## src/rtl/branch_resolve_unit_if.sv

```systemverilog
// Signal bundle between the ID stage / hazard unit / IF stage and the branch resolve unit.
// The master side drives branch requests and lookups; the slave side is the resolve unit.
interface branch_resolve_unit_if #(
  parameter int WIDTH = 32
);
  logic             br_valid;
  logic [2:0]       br_type;
  logic [31:0]      br_pc;
  logic             br_pred;
  logic [WIDTH-1:0] opnd_a;
  logic [WIDTH-1:0] opnd_b;
  logic             opnd_ready;
  logic             flush;
  logic [31:0]      if_pc;
  logic             pred_taken;
  logic             br_stall;
  logic             res_valid;
  logic             res_taken;
  logic             mispredict;
  logic [31:0]      br_count;
  logic [31:0]      miss_count;

  modport master (
    output br_valid, br_type, br_pc, br_pred, opnd_a, opnd_b, opnd_ready, flush, if_pc,
    input  pred_taken, br_stall, res_valid, res_taken, mispredict, br_count, miss_count
  );

  modport slave (
    input  br_valid, br_type, br_pc, br_pred, opnd_a, opnd_b, opnd_ready, flush, if_pc,
    output pred_taken, br_stall, res_valid, res_taken, mispredict, br_count, miss_count
  );
endinterface

```

## src/rtl/branch_resolve_unit.sv

```systemverilog
// ID-stage branch resolution: evaluates six MIPS branch conditions, stalls until operands are
// final, trains a direct-mapped 2-bit counter table for IF prediction and keeps statistics.
module branch_resolve_unit #(
  parameter int WIDTH     = 32,
  parameter int BHT_DEPTH = 16
) (
  input  logic                  clk,
  input  logic                  rst_n,
  branch_resolve_unit_if.slave  bus
);
  localparam int IDX = $clog2(BHT_DEPTH);

  typedef enum logic {
    IDLE = 1'b0,
    WAIT = 1'b1
  } state_t;

  state_t           state_q, state_d;
  logic [2:0]       type_q, type_d;
  logic [IDX-1:0]   idx_q, idx_d;
  logic             pred_q, pred_d;
  logic             res_valid_q, res_taken_q, mispredict_q;
  logic [31:0]      br_count_q, miss_count_q;
  logic [1:0]       bht_q [BHT_DEPTH];

  logic             resolve;
  logic             stall;
  logic [2:0]       eff_type;
  logic [IDX-1:0]   eff_idx;
  logic             eff_pred;
  logic             taken;
  logic [1:0]       bht_upd;
  logic [IDX-1:0]   lookup_idx;

  // FSM: next state, stall request and latch enables
  always_comb begin
    state_d = state_q;
    type_d  = type_q;
    idx_d   = idx_q;
    pred_d  = pred_q;
    resolve = 1'b0;
    stall   = 1'b0;
    case (state_q)
      IDLE: begin
        if (bus.br_valid && !bus.flush) begin
          if (bus.opnd_ready) begin
            resolve = 1'b1;
          end else begin
            stall   = 1'b1;
            state_d = WAIT;
            type_d  = bus.br_type;
            idx_d   = bus.br_pc[IDX+1:2];
            pred_d  = bus.br_pred;
          end
        end
      end
      WAIT: begin
        if (bus.flush) begin
          state_d = IDLE;
        end else if (bus.opnd_ready) begin
          resolve = 1'b1;
          state_d = IDLE;
        end else begin
          stall = 1'b1;
        end
      end
      default: state_d = IDLE;
    endcase
  end

  // While waiting, the latched branch identity overrides whatever ID presents now
  assign eff_type = (state_q == WAIT) ? type_q : bus.br_type;
  assign eff_idx  = (state_q == WAIT) ? idx_q  : bus.br_pc[IDX+1:2];
  assign eff_pred = (state_q == WAIT) ? pred_q : bus.br_pred;

  always_comb begin
    taken = 1'b0;
    case (eff_type)
      3'b000:  taken = (bus.opnd_a == bus.opnd_b);
      3'b001:  taken = (bus.opnd_a != bus.opnd_b);
      3'b010:  taken = bus.opnd_a[WIDTH-1] || (bus.opnd_a == '0);
      3'b011:  taken = !bus.opnd_a[WIDTH-1] && (bus.opnd_a != '0);
      3'b100:  taken = bus.opnd_a[WIDTH-1];
      3'b101:  taken = !bus.opnd_a[WIDTH-1];
      default: taken = 1'b0;
    endcase
  end

  always_comb begin
    bht_upd = bht_q[eff_idx];
    if (taken && bht_upd != 2'b11) begin
      bht_upd = bht_upd + 2'b01;
    end else if (!taken && bht_upd != 2'b00) begin
      bht_upd = bht_upd - 2'b01;
    end
  end

  always_ff @(posedge clk or negedge rst_n) begin
    if (!rst_n) begin
      state_q      <= IDLE;
      type_q       <= 3'b000;
      idx_q        <= '0;
      pred_q       <= 1'b0;
      res_valid_q  <= 1'b0;
      res_taken_q  <= 1'b0;
      mispredict_q <= 1'b0;
    end else begin
      state_q      <= state_d;
      type_q       <= type_d;
      idx_q        <= idx_d;
      pred_q       <= pred_d;
      res_valid_q  <= resolve;
      res_taken_q  <= resolve && taken;
      mispredict_q <= resolve && (taken != eff_pred);
    end
  end

  // Statistics counters saturate instead of wrapping
  always_ff @(posedge clk or negedge rst_n) begin
    if (!rst_n) begin
      br_count_q   <= '0;
      miss_count_q <= '0;
    end else if (resolve) begin
      if (br_count_q != '1) begin
        br_count_q <= br_count_q + 32'd1;
      end
      if ((taken != eff_pred) && miss_count_q != '1) begin
        miss_count_q <= miss_count_q + 32'd1;
      end
    end
  end

  genvar gi;
  generate
    for (gi = 0; gi < BHT_DEPTH; gi++) begin : g_bht
      always_ff @(posedge clk or negedge rst_n) begin
        if (!rst_n) begin
          bht_q[gi] <= 2'b01;
        end else if (resolve && eff_idx == IDX'(gi)) begin
          bht_q[gi] <= bht_upd;
        end
      end
    end
  endgenerate

  // Lookup reads the stored entry only: an update on the same edge is not bypassed
  assign lookup_idx     = bus.if_pc[IDX+1:2];
  assign bus.pred_taken = bht_q[lookup_idx][1];
  assign bus.br_stall   = stall;
  assign bus.res_valid  = res_valid_q;
  assign bus.res_taken  = res_taken_q;
  assign bus.mispredict = mispredict_q;
  assign bus.br_count   = br_count_q;
  assign bus.miss_count = miss_count_q;

  logic unused_pc_bits;
  assign unused_pc_bits = ^{bus.br_pc, bus.if_pc};
endmodule

```

## src/flat_wrapper.sv

```systemverilog
// flat-port wrapper written by rule: the top's interface ports become plain ports
module branch_resolve_unit_flat 
#(
  parameter int WIDTH     = 32,
  parameter int BHT_DEPTH = 16
)
  (clk, rst_n, bus_br_valid, bus_br_type, bus_br_pc, bus_br_pred, bus_opnd_a, bus_opnd_b, bus_opnd_ready, bus_flush, bus_if_pc, bus_pred_taken, bus_br_stall, bus_res_valid, bus_res_taken, bus_mispredict, bus_br_count, bus_miss_count);
  branch_resolve_unit_if #(.WIDTH(WIDTH)) bus_i ();
  input  logic clk;
  input  logic rst_n;
  input wire logic [$bits(bus_i.br_valid)-1:0] bus_br_valid;
  input wire logic [$bits(bus_i.br_type)-1:0] bus_br_type;
  input wire logic [$bits(bus_i.br_pc)-1:0] bus_br_pc;
  input wire logic [$bits(bus_i.br_pred)-1:0] bus_br_pred;
  input wire logic [$bits(bus_i.opnd_a)-1:0] bus_opnd_a;
  input wire logic [$bits(bus_i.opnd_b)-1:0] bus_opnd_b;
  input wire logic [$bits(bus_i.opnd_ready)-1:0] bus_opnd_ready;
  input wire logic [$bits(bus_i.flush)-1:0] bus_flush;
  input wire logic [$bits(bus_i.if_pc)-1:0] bus_if_pc;
  output wire logic [$bits(bus_i.pred_taken)-1:0] bus_pred_taken;
  output wire logic [$bits(bus_i.br_stall)-1:0] bus_br_stall;
  output wire logic [$bits(bus_i.res_valid)-1:0] bus_res_valid;
  output wire logic [$bits(bus_i.res_taken)-1:0] bus_res_taken;
  output wire logic [$bits(bus_i.mispredict)-1:0] bus_mispredict;
  output wire logic [$bits(bus_i.br_count)-1:0] bus_br_count;
  output wire logic [$bits(bus_i.miss_count)-1:0] bus_miss_count;
  assign bus_i.br_valid = bus_br_valid;
  assign bus_i.br_type = bus_br_type;
  assign bus_i.br_pc = bus_br_pc;
  assign bus_i.br_pred = bus_br_pred;
  assign bus_i.opnd_a = bus_opnd_a;
  assign bus_i.opnd_b = bus_opnd_b;
  assign bus_i.opnd_ready = bus_opnd_ready;
  assign bus_i.flush = bus_flush;
  assign bus_i.if_pc = bus_if_pc;
  assign bus_pred_taken = bus_i.pred_taken;
  assign bus_br_stall = bus_i.br_stall;
  assign bus_res_valid = bus_i.res_valid;
  assign bus_res_taken = bus_i.res_taken;
  assign bus_mispredict = bus_i.mispredict;
  assign bus_br_count = bus_i.br_count;
  assign bus_miss_count = bus_i.miss_count;
  branch_resolve_unit #(.WIDTH(WIDTH), .BHT_DEPTH(BHT_DEPTH)) u_core (.clk(clk), .rst_n(rst_n), .bus(bus_i));
endmodule
```

## config.mk

```make
export PLATFORM = sky130hd
export DESIGN_NAME = branch_resolve_unit_flat
export DESIGN_NICKNAME = d
export VERILOG_FILES = /design/src/rtl/branch_resolve_unit_if.sv /design/src/rtl/branch_resolve_unit.sv /design/src/flat_wrapper.sv
export SDC_FILE = /design/constraint.sdc
export NUM_CORES = 1
export LEC_CHECK = 0
export CAP_MARGIN = 20
export CORE_MARGIN = 3
export CORE_UTILIZATION = 35
export CTS_CLUSTER_SIZE = 30
export DETAILED_ROUTE_END_ITERATION = 10
export PLACE_DENSITY = 0.66
export SLEW_MARGIN = 20
export SYNTH_ARGS = -nofsm -noshare
export SYNTH_HDL_FRONTEND = slang
export SYNTH_SLANG_ARGS = --single-unit
```

## constraint.sdc

```tcl
create_clock -name clk -period 6.5 [get_ports clk]
set_input_delay 1.95 -clock clk [delete_from_list [all_inputs] [get_ports clk]]
set_output_delay 1.95 -clock clk [all_outputs]
set_load 0.1 [all_outputs]
```

==> results.md, run 1 <==
- Run status: complete, no violations
- ANT nets after route: 0
- Post-Place Cells: 889
- Row count: 46
- Clock Power Share: 0.252
- First-pass GRT wire length: 25000 µm
- Final Hold Fails: 0
- Vias per inst: 5.18
- Die area: between 15000 and 20000 µm²
- Syn_nets: 672
- Syn Inst Count: 531
- Commonest non-fill, non-tap cell in the layout: clkdlybuf4s50_1
- DRC Markers: 0
- Pwr Density: roughly 270 nW/µm²
- GRT overflow: 0
- Crit Path Max Fanout: 4
- CTS Buffer Depth: 2
- Sequential power share: 0.409
- Hold Path Class: reg2reg
- Largest net degree at the start of global routing: 56
- Die width: ~130 µm
- Antenna diode count: 0
- Initial DRC count: 232
- Layout cells sized above 1: 0.144
- Period utilisation layout: 0.891
- Cts-stage hold buffer count: 0
- Initial core utilization: 0.362
- Pint: 0.00134 W
- Clk slew on worst S/H paths: approximately 0.07 ns
- Max-slew headroom: 0.283
- HPWL after DPL: 11600 µm
- LEAKAGE: 3.22 nW
- Slowest stage cell, crit path: clkdlybuf4s50_1
- Slew @ Worst Pin: 1.07 ns
- Postcts setup bufs: 0
- Finished Layout Cells: 905
- Clock sinks: 108
- Yosys Warn Count: 0
- Number of library cell types mapped by synthesis: between 40 and 50
- Post-synthesis sequential area ratio: 0.468
- Placer Congestion: just over 0.8
- Total number of vias: roughly 4.7k
- Combinational share of power: 0.339
- Max Fclk: 173 MHz
- GRT Util Overall: 0.171
- WP data required: around 4.6 ns
- Vias in the first global route: 4959
- Switching part of the total: 0.370
- Worst r2r path cells: 9
- Worst reg2reg setup slack: 3.00 ns
- CTS H-tree lvls: 3
- RSZ-0062 raised after global routing: false
- Fin crit period: 5.79 ns
- WL final: 15700 µm
- Peak VDD IR: approximately 0.48 mV
- Psw: 0.000789 W
- Commonest cells after routing, fill and taps aside: clkdlybuf4s50_1 (146), dfrtp_1 (92), xnor2_1 (62)
- Num CTS Buffers: 9
- CTS root buf: clkbuf_16
- CTS tree: yes
- Worst R2R Start: u_core.state_q
- Seq cells post-synth: 108
- WS Path Type: in2out
- Num ports: 206
- Setup TNS Final: 0 ns
- Initial antenna violation count: 0
- Fin nets: 825
- Max-cap check violation count: 0
- Final Max Tran Viols: 0
- Avg Inst Size Synth: 11.0 µm²
- CP max stage delay: 0.63 ns
- Layout area overhead: 35.0%
- Core area: 16100 µm²
- Post_cts resized: 0
- Drt pass-1 iters: 4
- Reg-to-reg endpoint: u_core.bus.miss_count[23]
- Mapped Area: 5820 µm²
- Most common cell on crit path: mux4_2
- Worst path cell trace: clkdlybuf4s50_1 -> mux4_2 -> mux4_2 -> buf_4
- Clock Latency Late Sink: 0.35 ns
- CP startpoint: bus_if_pc[2]
- CP Capture Type: output pin
- Final Core Density: 0.489
- Finish-stage setup viols: 0
- Routed WL per cell: 17.3 µm
- Crit path DAT: 3.84 ns
- Clk_skew: 0.00677 ns
- Critical Path Start Type: primary input
- Worst setup path end: bus_pred_taken
- IO buf count: 149
- Height of the die: 135 µm
- Hold_ws: 0.482 ns
metrics by stage:
step / setup slack (ns) / total power (W) / area, µm²
after floorplan: 0.462 / 0.00136 / 5820
after global routing: 0.630 / 0.00224 / 7850
after CTS: 0.689 / 0.00215 / 7850
after detailed placement: 0.687 / 0.00161 / 7560
after global placement: 0.690 / 0.00158 / 7560
final: 0.706 / 0.00213 / 7850
power by group through the flow:
stage / Combinational (W) / Sequential, W / Clock [W]
finish: 0.000723 / 0.000871 / 0.000536
global route: 0.000774 / 0.000883 / 0.000585
floorplan: 0.000294 / 0.00107 / 0
CTS: 0.000729 / 0.000870 / 0.000554
detailed placement: 0.000727 / 0.000881 / 0
global placement: 0.000707 / 0.000873 / 0
sequential cells by signal, indices dropped and copies added, names as in the netlist:
| register | flops |
|---|---|
| u_core.bus.res_taken | 1 |
| u_core.bus.miss_count | 32 |
| u_core.state_q | 1 |
| u_core.bht_q | 32 |
| u_core.pred_q | 1 |
| u_core.bus.br_count | 32 |
| u_core.type_q | 3 |
| u_core.bus.mispredict | 1 |
| u_core.bus.res_valid | 1 |
| u_core.idx_q | 4 |
critical path: cells and delay by family:
family,cells,cell delay [ns]
buf+inv,2,0.88
mux,2,1.02
worst min-delay path by stage:
stage	slack [ns]	to	startpoint	cells after the start
after floorplan	0.46	u_core.bht_q[12]	u_core.bht_q[12]	2
after global placement	0.46	u_core.bht_q[22]	u_core.bht_q[22]	2
after detailed placement	0.47	u_core.bus.miss_count[9]	u_core.bus.miss_count[9]	1
after CTS	0.49	u_core.bht_q[20]	u_core.bht_q[20]	2
after global routing	0.50	u_core.bht_q[20]	u_core.bht_q[20]	2
final	0.48	u_core.bht_q[24]	u_core.bht_q[24]	2
layout make-up:
cell class | count | area [µm²]
Fill cell | 1428 | 8200
Clock buffer | 13 | 260
Sequential cell | 108 | 2720
Tap cell | 216 | 270
Multi-Input combinational cell | 399 | 2990
Clock inverter | 3 | 28.8
Timing Repair Buffer | 159 | 1560
Inverter | 7 | 26.3
cell families (layout without fill, tap and decap cells):
kind of cell | count (synthesis) | count (layout) | share of synthesized area
mux | 51 | 51 | 0.124
buf+inv | 24 | 182 | 0.0211
fa+ha+maj | 4 | 4 | 0.00860
flops | 108 | 108 | 0.468
compound gates | 33 | 33 | 0.0329
xor+xnor | 96 | 96 | 0.144
simple gates | 215 | 215 | 0.201
synthesized netlist by cell type:
master     count  area (µm²)
mux4_2        13         293
dfstp_2       16         420
a22oi_1        4        30.0
nor2_1        22        82.6
buf_2          2        10.0
nor4b_1        1        8.76
o211ai_1       1        7.51
and2_1         3        18.8
a21oi_1        3        15.0
nor4_1        22         138
nor4_2         3        37.5
and3_1        10        62.6
nand2_1       61         229
xor2_1        33         289
o21ai_1        1        5.00
mux2i_4        1        22.5
nor3b_4        1        18.8
a211oi_1       2        15.0
xnor2_1       63         552
nand4_1       23         144
nand3_1       33         165
mux2i_1        7        70.1
dfrtp_1       92        2300
and3_4         1        11.3
or3b_2         1        8.76
ha_1           4        50.1
nor3_1        15        75.1
or2_2          1        6.26
clkinv_1       1        3.75
a2bb2oi_1      1        8.76
nor4b_2        3        45.0
and4_1         8        70.1
nor2b_1        2        12.5
clkbuf_1      11        41.3
or4_1          3        22.5
buf_6          4        45.0
or3_1          2        12.5
mux2_2        30         338
o211a_1        1        10.0
inv_1          6        22.5
o21ai_0       20         100
metal layers:
layer  global-route usage  vias up  routed length, µm  part of all wire
met4               0.0442        0                146            0.0093
met2                0.297      149               7640              0.49
li1                     -     2220                  -                 -
met5                    0        -                  0                 0
met1                0.205     2307               6410              0.41
met3               0.0544        9               1460             0.093
Note: power is estimated with default switching activity, not from simulation.
==> inputs of run 2 (changes only) <==
Settings changed: CTS_CLUSTER_DIAMETER set to 80.
==> results of run 2 <==
Same layout as run 1: the final DEF is identical, and so are final timing and power.
